<file path="config.mk">
export PLATFORM = sky130hd
export DESIGN_NAME = pin_entry_ctrl
export DESIGN_NICKNAME = d
export VERILOG_FILES = /design/src/rtl/pin_entry_ctrl.sv
export SDC_FILE = /design/constraint.sdc
export NUM_CORES = 1
export LEC_CHECK = 0
export BUFFER_PORTS_ARGS = -buffer_cell sky130_fd_sc_hd__buf_2
export CORE_ASPECT_RATIO = 0.6
export CORE_UTILIZATION = 30
export DETAILED_ROUTE_END_ITERATION = 12
export GPL_TIMING_DRIVEN = 0
export PLACE_DENSITY = 0.46
export SLEW_MARGIN = 25
export SYNTH_ARGS = -nofsm -noshare
export SYNTH_HDL_FRONTEND = slang
export SYNTH_SLANG_ARGS = --single-unit
</file>
<file path="constraint.sdc">
create_clock -name clk_i -period 1.76 [get_ports clk_i]
set_input_delay 0 -clock clk_i [delete_from_list [all_inputs] [get_ports clk_i]]
set_output_delay 0 -clock clk_i [all_outputs]
set_load 0.05 [all_outputs]
</file>
<file path="src/rtl/pin_entry_ctrl.sv">
// PIN entry/verification controller for a two-button wallet interface.
// Buttons are synchronized and edge-detected, digits are assembled, stored or checked, and lockout is timed.
module pin_entry_ctrl #(
    parameter  int DIGITS      = 4,
    parameter  int MAX_TRIES   = 3,
    parameter  int LOCK_CYCLES = 1000,
    localparam int IDX_W       = $clog2(DIGITS + 1),
    localparam int FAIL_W      = $clog2(MAX_TRIES + 1),
    localparam int TMR_W       = $clog2(LOCK_CYCLES + 1),
    localparam int PIN_W       = 4 * DIGITS
) (
    input  logic              clk_i,
    input  logic              rst_i,
    input  logic              b_esq_i,
    input  logic              b_dir_i,
    input  logic              lock_i,
    output logic [3:0]        digit_o,
    output logic [IDX_W-1:0]  digit_idx_o,
    output logic              pin_set_o,
    output logic              w_o,
    output logic              locked_o,
    output logic [FAIL_W-1:0] fail_cnt_o
);

    // state    | meaning
    // SETUP    | first use, digits are collected into the stored PIN
    // ENTER    | digits are collected for comparison
    // CHECK    | one-cycle compare of entry buffer against stored PIN
    // UNLOCKED | access granted until lock_i
    // LOCKOUT  | too many failures, buttons ignored until timer expires
    typedef enum logic [2:0] {
        S_SETUP,
        S_ENTER,
        S_CHECK,
        S_UNLOCKED,
        S_LOCKOUT
    } state_t;

    state_t            state_q, state_d;
    logic [2:0]        esq_pipe_q, esq_pipe_d;
    logic [2:0]        dir_pipe_q, dir_pipe_d;
    logic [3:0]        digit_q, digit_d;
    logic [IDX_W-1:0]  idx_q, idx_d;
    logic [PIN_W-1:0]  entry_q, entry_d;
    logic [PIN_W-1:0]  pin_q, pin_d;
    logic              pin_set_q, pin_set_d;
    logic              w_q, w_d;
    logic              locked_q, locked_d;
    logic [FAIL_W-1:0] fail_q, fail_d;
    logic [TMR_W-1:0]  timer_q, timer_d;

    logic esq_ev;
    logic dir_ev;

    // pipe[0..1] form the synchronizer, pipe[2] holds the previous synced level
    assign esq_pipe_d = {esq_pipe_q[1:0], b_esq_i};
    assign dir_pipe_d = {dir_pipe_q[1:0], b_dir_i};
    assign esq_ev     = esq_pipe_q[1] & ~esq_pipe_q[2] & ~(dir_pipe_q[1] & ~dir_pipe_q[2]);
    assign dir_ev     = dir_pipe_q[1] & ~dir_pipe_q[2] & ~(esq_pipe_q[1] & ~esq_pipe_q[2]);

    always_comb begin
        state_d   = state_q;
        digit_d   = digit_q;
        idx_d     = idx_q;
        entry_d   = entry_q;
        pin_d     = pin_q;
        pin_set_d = pin_set_q;
        w_d       = w_q;
        locked_d  = locked_q;
        fail_d    = fail_q;
        timer_d   = timer_q;

        case (state_q)
            S_SETUP, S_ENTER: begin
                if (dir_ev) begin
                    digit_d = (digit_q == 4'd9) ? 4'd0 : 4'(digit_q + 4'd1);
                end
                if (esq_ev) begin
                    for (int i = 0; i < DIGITS; i++) begin
                        if (idx_q == IDX_W'(i)) begin
                            entry_d[i*4 +: 4] = digit_q;
                        end
                    end
                    digit_d = 4'd0;
                    if (idx_q == IDX_W'(DIGITS - 1)) begin
                        idx_d = '0;
                        if (state_q == S_SETUP) begin
                            pin_d     = entry_d;
                            pin_set_d = 1'b1;
                            entry_d   = '0;
                            state_d   = S_ENTER;
                        end else begin
                            state_d = S_CHECK;
                        end
                    end else begin
                        idx_d = IDX_W'(idx_q + IDX_W'(1));
                    end
                end
            end
            S_CHECK: begin
                entry_d = '0;
                if (entry_q == pin_q) begin
                    w_d     = 1'b1;
                    fail_d  = '0;
                    state_d = S_UNLOCKED;
                end else begin
                    fail_d = FAIL_W'(fail_q + FAIL_W'(1));
                    if (fail_q == FAIL_W'(MAX_TRIES - 1)) begin
                        timer_d  = TMR_W'(LOCK_CYCLES - 1);
                        locked_d = 1'b1;
                        state_d  = S_LOCKOUT;
                    end else begin
                        state_d = S_ENTER;
                    end
                end
            end
            S_UNLOCKED: begin
                if (lock_i) begin
                    w_d     = 1'b0;
                    state_d = S_ENTER;
                end
            end
            S_LOCKOUT: begin
                if (timer_q == '0) begin
                    locked_d = 1'b0;
                    fail_d   = '0;
                    state_d  = S_ENTER;
                end else begin
                    timer_d = TMR_W'(timer_q - TMR_W'(1));
                end
            end
            default: begin
                state_d = S_SETUP;
            end
        endcase
    end

    always_ff @(posedge clk_i) begin
        if (rst_i) begin
            state_q    <= S_SETUP;
            esq_pipe_q <= '0;
            dir_pipe_q <= '0;
            digit_q    <= '0;
            idx_q      <= '0;
            entry_q    <= '0;
            pin_q      <= '0;
            pin_set_q  <= 1'b0;
            w_q        <= 1'b0;
            locked_q   <= 1'b0;
            fail_q     <= '0;
            timer_q    <= '0;
        end else begin
            state_q    <= state_d;
            esq_pipe_q <= esq_pipe_d;
            dir_pipe_q <= dir_pipe_d;
            digit_q    <= digit_d;
            idx_q      <= idx_d;
            entry_q    <= entry_d;
            pin_q      <= pin_d;
            pin_set_q  <= pin_set_d;
            w_q        <= w_d;
            locked_q   <= locked_d;
            fail_q     <= fail_d;
            timer_q    <= timer_d;
        end
    end

    assign digit_o     = digit_q;
    assign digit_idx_o = idx_q;
    assign pin_set_o   = pin_set_q;
    assign w_o         = w_q;
    assign locked_o    = locked_q;
    assign fail_cnt_o  = fail_q;

endmodule

</file>
==> results of run 1 <==
[per-layer routing]
layer	vias up	routed length (um)	track usage (%)
met5	-	0	0
met4	0	74	5.52
met3	9	356	4.89
met2	41	3210	20.8
met1	1254	4800	26.2
li1	1295	-	-
[cell type report]
| type | instances | area, sq um | share of cell area, % |
|---|---|---|---|
| tap | 130 | 163 | 4.06 |
| sequential | 63 | 1280 | 31.9 |
| clock inverter | 1 | 5.00 | 0.125 |
| inverter | 10 | 37.5 | 0.937 |
| buffer | 18 | 111 | 2.78 |
| timing repair buffer | 38 | 290 | 7.25 |
| clock buffer | 14 | 254 | 6.34 |
| multi-input combinational | 248 | 1870 | 46.6 |
[sequential cells by signal (all words and copies together), names as in the netlist]
name	count
digit_idx_o	3
locked_o	1
timer_q	10
entry_q	16
digit_o	4
w_o	1
fail_cnt_o	2
esq_pipe_q	3
pin_set_o	1
pin_q	16
dir_pipe_q	3
state_q	3
[synth_stat cells, types with 5 or more instances]
cell type / count
ha_1: 10
a21oi_1: 20
dfxtp_1: 63
nor2b_1: 13
clkbuf_1: 14
nor2_1: 50
xor2_1: 22
inv_1: 10
a311oi_1: 13
nand3_1: 10
mux2i_1: 5
a22oi_1: 15
nand2_1: 34
nand2b_1: 6
[logic make-up after synthesis]
kind of cell,count (synthesis)
and+or+nand+nor,138
AOI/OAI and AO/OA,69
DFF,63
buffers and inverters,29
xor gates and xnor gates,23
adders and majority gates,10
muxes,8
[repair_timing]
action	CTS	global route
gates resized for setup	25	48
hold buffers	2	0
pin swaps	5	21
hold endpoints to repair	2	0
setup endpoints to repair	53	48
setup buffers	12	6
gates cloned	1	2
[worst min-delay path, delay by kind of cell]
| family | cells | cell delay [ps] |
|---|---|---|
| AO/OA/AOI/OAI | 2 | 230 |
| buffers and inverters | 1 | 130 |
| AND/OR/NAND/NOR | 1 | 60 |
[stage by stage]
step / setup slack (ps) / util [%] / hold WS, ps / power [mW] / cells
after floorplan: 34.8 / - / 128 / 1.56 / 340
after CTS: 8.89 / 39.4 / 60.2 / 3.20 / 514
after global placement: -482 / 34.4 / 210 / 1.60 / 485
after detailed placement: -490 / 34.4 / 214 / 1.60 / 485
final: 24.1 / 42.5 / 136 / 3.18 / 522
after global routing: -76.2 / 42.5 / 146 / 3.29 / 522
[power by group]
part | total, mW | internal (mW) | leakage (nW) | switching (mW)
sequential | 1.45 | 1.44 | 0.514 | 0.00857
clock | 1.57 | 0.982 | 0.127 | 0.592
combinational | 0.159 | 0.0519 | 0.872 | 0.107
[worst paths after layout]
path                                    to  slack, ps  cells past startpoint
setup reg to reg  entry_q[10]$_SDFFE_PP0P_         20                      8
hold reg to reg   esq_pipe_q[1]$_SDFF_PP0_        430                      1
hold / removal     state_q[1]$_SDFFE_PP0P_        140                      4
setup / recovery  entry_q[10]$_SDFFE_PP0P_         20                      8
==> results.toml, run 1 <==
[detailed_routing]
ant_nets = 0
vias_per_cell = 4.98
finalWirelength_mm = 8.44
routedWlPerCell_um = 16.2
drt_pre_antenna_iters = 5
first_iter_violations = 177
via_count = 2599
drc = 0

[cts]
cts_root_buffer = "clkbuf_16"
h-tree-depth = 3
cts_tree = "built"
clock_latency_ps = 320
clk_pin_slew_ps = 50
numCtsBuffers = 9
clockBufferDepth = 2
cts_sinks = 63

[timing]
hold_viol_final = 0
grt_setup_unrepaired = "true"
relSlewSlack_pct = 53.2
max_freq_mhz = 576
fin_skew_ps = 5.29
finalCritPeriodShare_pct = 98.6
tns_ps = 0
setup_viol = 0
min_period_ps = 1740
slew_violations = 0
worst_slew_pin_slew_ps = 703

[yosys]
syn_avg_cell_area_sq_um = 8.82
synth_top_area_share_pct = 42.1
synth-compound-area-share_pct = 16.5
synthFlopType = "dfxtp_1"
seq_area_frac_synth_pct = 42.1
yosysUniqueCellTypes = 46
synthAdderAreaFrac_pct = 4.17
ys_warn_count = 0
synth_simple_gate_area_share_pct = 23.4
syn_area_sq_um = 3000
ys_async_sr_fraction_pct = 0
synth-xor-area-share_pct = 6.72
synthCells = 340
yosys_register_bits = 63
syn-num-nets = 355
synth_top_area_cell = "dfxtp_1"
synth_top_family_by_area = "simple AND/OR/NAND/NOR gates"
synthMuxAreaShare_pct = 2.80
synthTopCellsByArea = "dfxtp_1 42%, xor2_1 6.4%, nor2_1 6.3%"
synth_edf_count = 0

[placement]
place.gp.congestion = 0.770
io_buffer_count = 15
hpwl_mm = 5.56
dpl_cell_area_sq_um = 3250

[worst_hold_path]
min-delay-start = "lock_i"
hp-class = "primary input to flop"

[floorplan]
chipWidth_um = 131
core_area_sq_um = 9430
die_h_um = 79.4
fp-row-count = 27
dieArea_sq_um = 10400
io_pins = 17
initial_core_util_pct = 31.8

[critical_path]
cpPeakStageDelay_ps = 330
critical_path_required_ps = 2010
crit_family = "compound AO/OA/AOI/OAI gates"
crit_slowest_cell = "a21oi_4"
critPathBufInv = 1
timing.rr.start = "esq_pipe_q[1]$_SDFF_PP0_"
arrival_ps = 1990
cp-startpoint = "esq_pipe_q[1]$_SDFF_PP0_"
path_max_fanout = 6
critical_path_class = "flop to flop"
crit_chain = "nor2b_4 > ha_4 > nor3b_4 > buf_4 > a21oi_4 > a2bb2oi_4 > a22oi_2 > nor2_1"
end_kind = "flop"
start_kind = "flop"

[power_and_ir_drop]
power.leakage_nw = 1.51
ir_drop_mv = 0.448
powerDensity_nw_per_um2 = 793

[global_route]
grt_start_max_net_pins = 12
grt_overflow = 0
grt_pass1_vias = 2330
globalRouteTotalUtil_pct = 16.8
antenna_found_initial = 0
grt_pass1_wl_mm = 12.7

[finish]
num-nets-final = 403
area_growth_pct = 33.6
drive_gt1_share_pct = 29.8
nFillCells = 945
final_cell_mix = "53 x dfxtp_1, 42 x nor2_1, 33 x nand2_1"
layout_commonest_cell = "dfxtp_1"
finalInstanceArea_sq_um = 4010
antenna_cells = 0

[run_status]
status = "finished clean"

[job]
cap_violations = 0
No activity file was read; power rests on OpenSTA's default activity.
==> run 2: changes to the inputs <==
CTS_BUF_LIST = sky130_fd_sc_hd__clkbuf_4 sky130_fd_sc_hd__clkbuf_8   (was default)
==> results.toml, run 2 (synthesized netlist as in run 1, its figures left out) <==
[placement]
place.gp.congestion = 0.770
hpwl_mm = 5.56
io_buffer_count = 15
dpl_cell_area_sq_um = 3250
dp_cells = 485

[timing]
max_freq_mhz = 579
grt_setup_unrepaired = "true"
min_period_ps = 1730
finalCritPeriodShare_pct = 98.2
relSlewSlack_pct = 56.3
fin_skew_ps = 9.40
hold_ws_ps = 106
slew_violations = 0
tns_ps = 0
setup_viol = 0
hold_viol_final = 0
worst_slew_pin_slew_ps = 656

[floorplan]
fp-row-count = 27
chipWidth_um = 131
initial_core_util_pct = 31.8
core_area_sq_um = 9430
io_pins = 17
dieArea_sq_um = 10400
die_h_um = 79.4

[cts]
numCtsBuffers = 9
clk_pin_slew_ps = 70
cts_root_buffer = "clkbuf_8"
cts_sinks = 63
clockBufferDepth = 2
clock_latency_ps = 340
h-tree-depth = 3
cts_tree = "built"

[finish]
layout_commonest_cell = "dfxtp_1"
drive_gt1_share_pct = 28.1
finalInstanceArea_sq_um = 3850
fin_cells = 522
multiInputGateArea_sq_um = 1810
num-nets-final = 403
top_regs = "entry_q (16), pin_q (16), timer_q (10)"
area_growth_pct = 28.6
nFillCells = 964
final_cell_mix = "54 x dfxtp_1, 42 x nor2_1, 33 x nand2_1"
regArea_sq_um = 1280
antenna_cells = 0

[critical_path]
cp-startpoint = "esq_pipe_q[1]$_SDFF_PP0_"
r2r_slack_ps = 30
critical_path_class = "flop to flop"
end_kind = "flop"
cpPeakStageDelay_ps = 320
critical_path_required_ps = 1970
start_kind = "flop"
path_max_fanout = 8
timing.rr.start = "esq_pipe_q[1]$_SDFF_PP0_"
crit_chain = "nor2b_4 > ha_4 > nor3b_4 > nand2_2 > nor2_4 > buf_6 > mux2i_1 > nor2_1"
crit_slowest_cell = "dfxtp_2"
arrival_ps = 1930

[detailed_routing]
drc = 0
vias_per_cell = 4.99
drt_pre_antenna_iters = 4
routedWlPerCell_um = 16.0
finalWirelength_mm = 8.33
ant_nets = 0
first_iter_violations = 178
via_count = 2607

[global_route]
grt_pass1_wl_mm = 12.6
antenna_found_initial = 0
grt_overflow = 0
globalRouteTotalUtil_pct = 16.6
grt_pass1_vias = 2335
grt_start_max_net_pins = 12

[power_and_ir_drop]
ir_drop_mv = 0.293
power.leakage_nw = 1.49
p_total_mw = 2.73
powerDensity_nw_per_um2 = 708

[job]
cap_violations = 0

[worst_hold_path]
hp-class = "primary input to flop"
min-delay-start = "lock_i"

[run_status]
status = "finished clean"
-- run 2: timing repair --
item,4_1_cts,5_1_grt
pin swaps,5,13
setup buffers,12,6
gates resized for setup,25,38
hold buffers,2,0
endpoints found under the hold margin,2,0
setup endpoints to repair,53,49
cloned,1,2
-- run 2: power by group --
group | switching, mW | internal (mW) | total [mW]
Sequential | 0.00857 | 1.43 | 1.44
Combinational | 0.106 | 0.0518 | 0.158
Clock | 0.526 | 0.604 | 1.13
-- run 2: cell type report --
class	instances	share of cell area [%]
Inverter	10	0.974
Sequential cell	63	33.1
Timing Repair Buffer	38	7.40
Tap cell	130	4.22
Clock buffer	14	4.35
Multi-Input combinational cell	248	46.9
Buffer	18	2.89
Clock inverter	1	0.130
-- run 2: per-stage QoR --
step / utilization [%] / setup WS, ps
after CTS: 38.5 / 6.46
after floorplan: - / 34.8
after global routing: 40.9 / -63.9
final: 40.9 / 32.0
after global placement: 34.4 / -482
after detailed placement: 34.4 / -490
-- run 2: path summary, 6_finish.rpt --
check,end,depth (start not counted)
min reg2reg,esq_pipe_q[1]$_SDFF_PP0_,1
min,state_q[1]$_SDFFE_PP0P_,4
max,pin_q[14]$_SDFFE_PP0P_,8
max reg2reg,pin_q[14]$_SDFFE_PP0P_,8
-- run 2: critical path, delay by kind of cell (launching register included) --
family,cells,cell delay [ps]
muxes,1,220
adders and majority gates,1,140
buffers and inverters,1,180
DFF,1,320
and+or+nand+nor,5,730
-- run 2: metal layers --
metal / routed length [um] / track usage [%] / vias to the layer above
met4: 77 / 4.83 / 0
li1: - / - / 1294
met3: 560 / 4.89 / 10
met5: 0 / 0 / -
met2: 3110 / 20.7 / 64
met1: 4580 / 26.2 / 1239
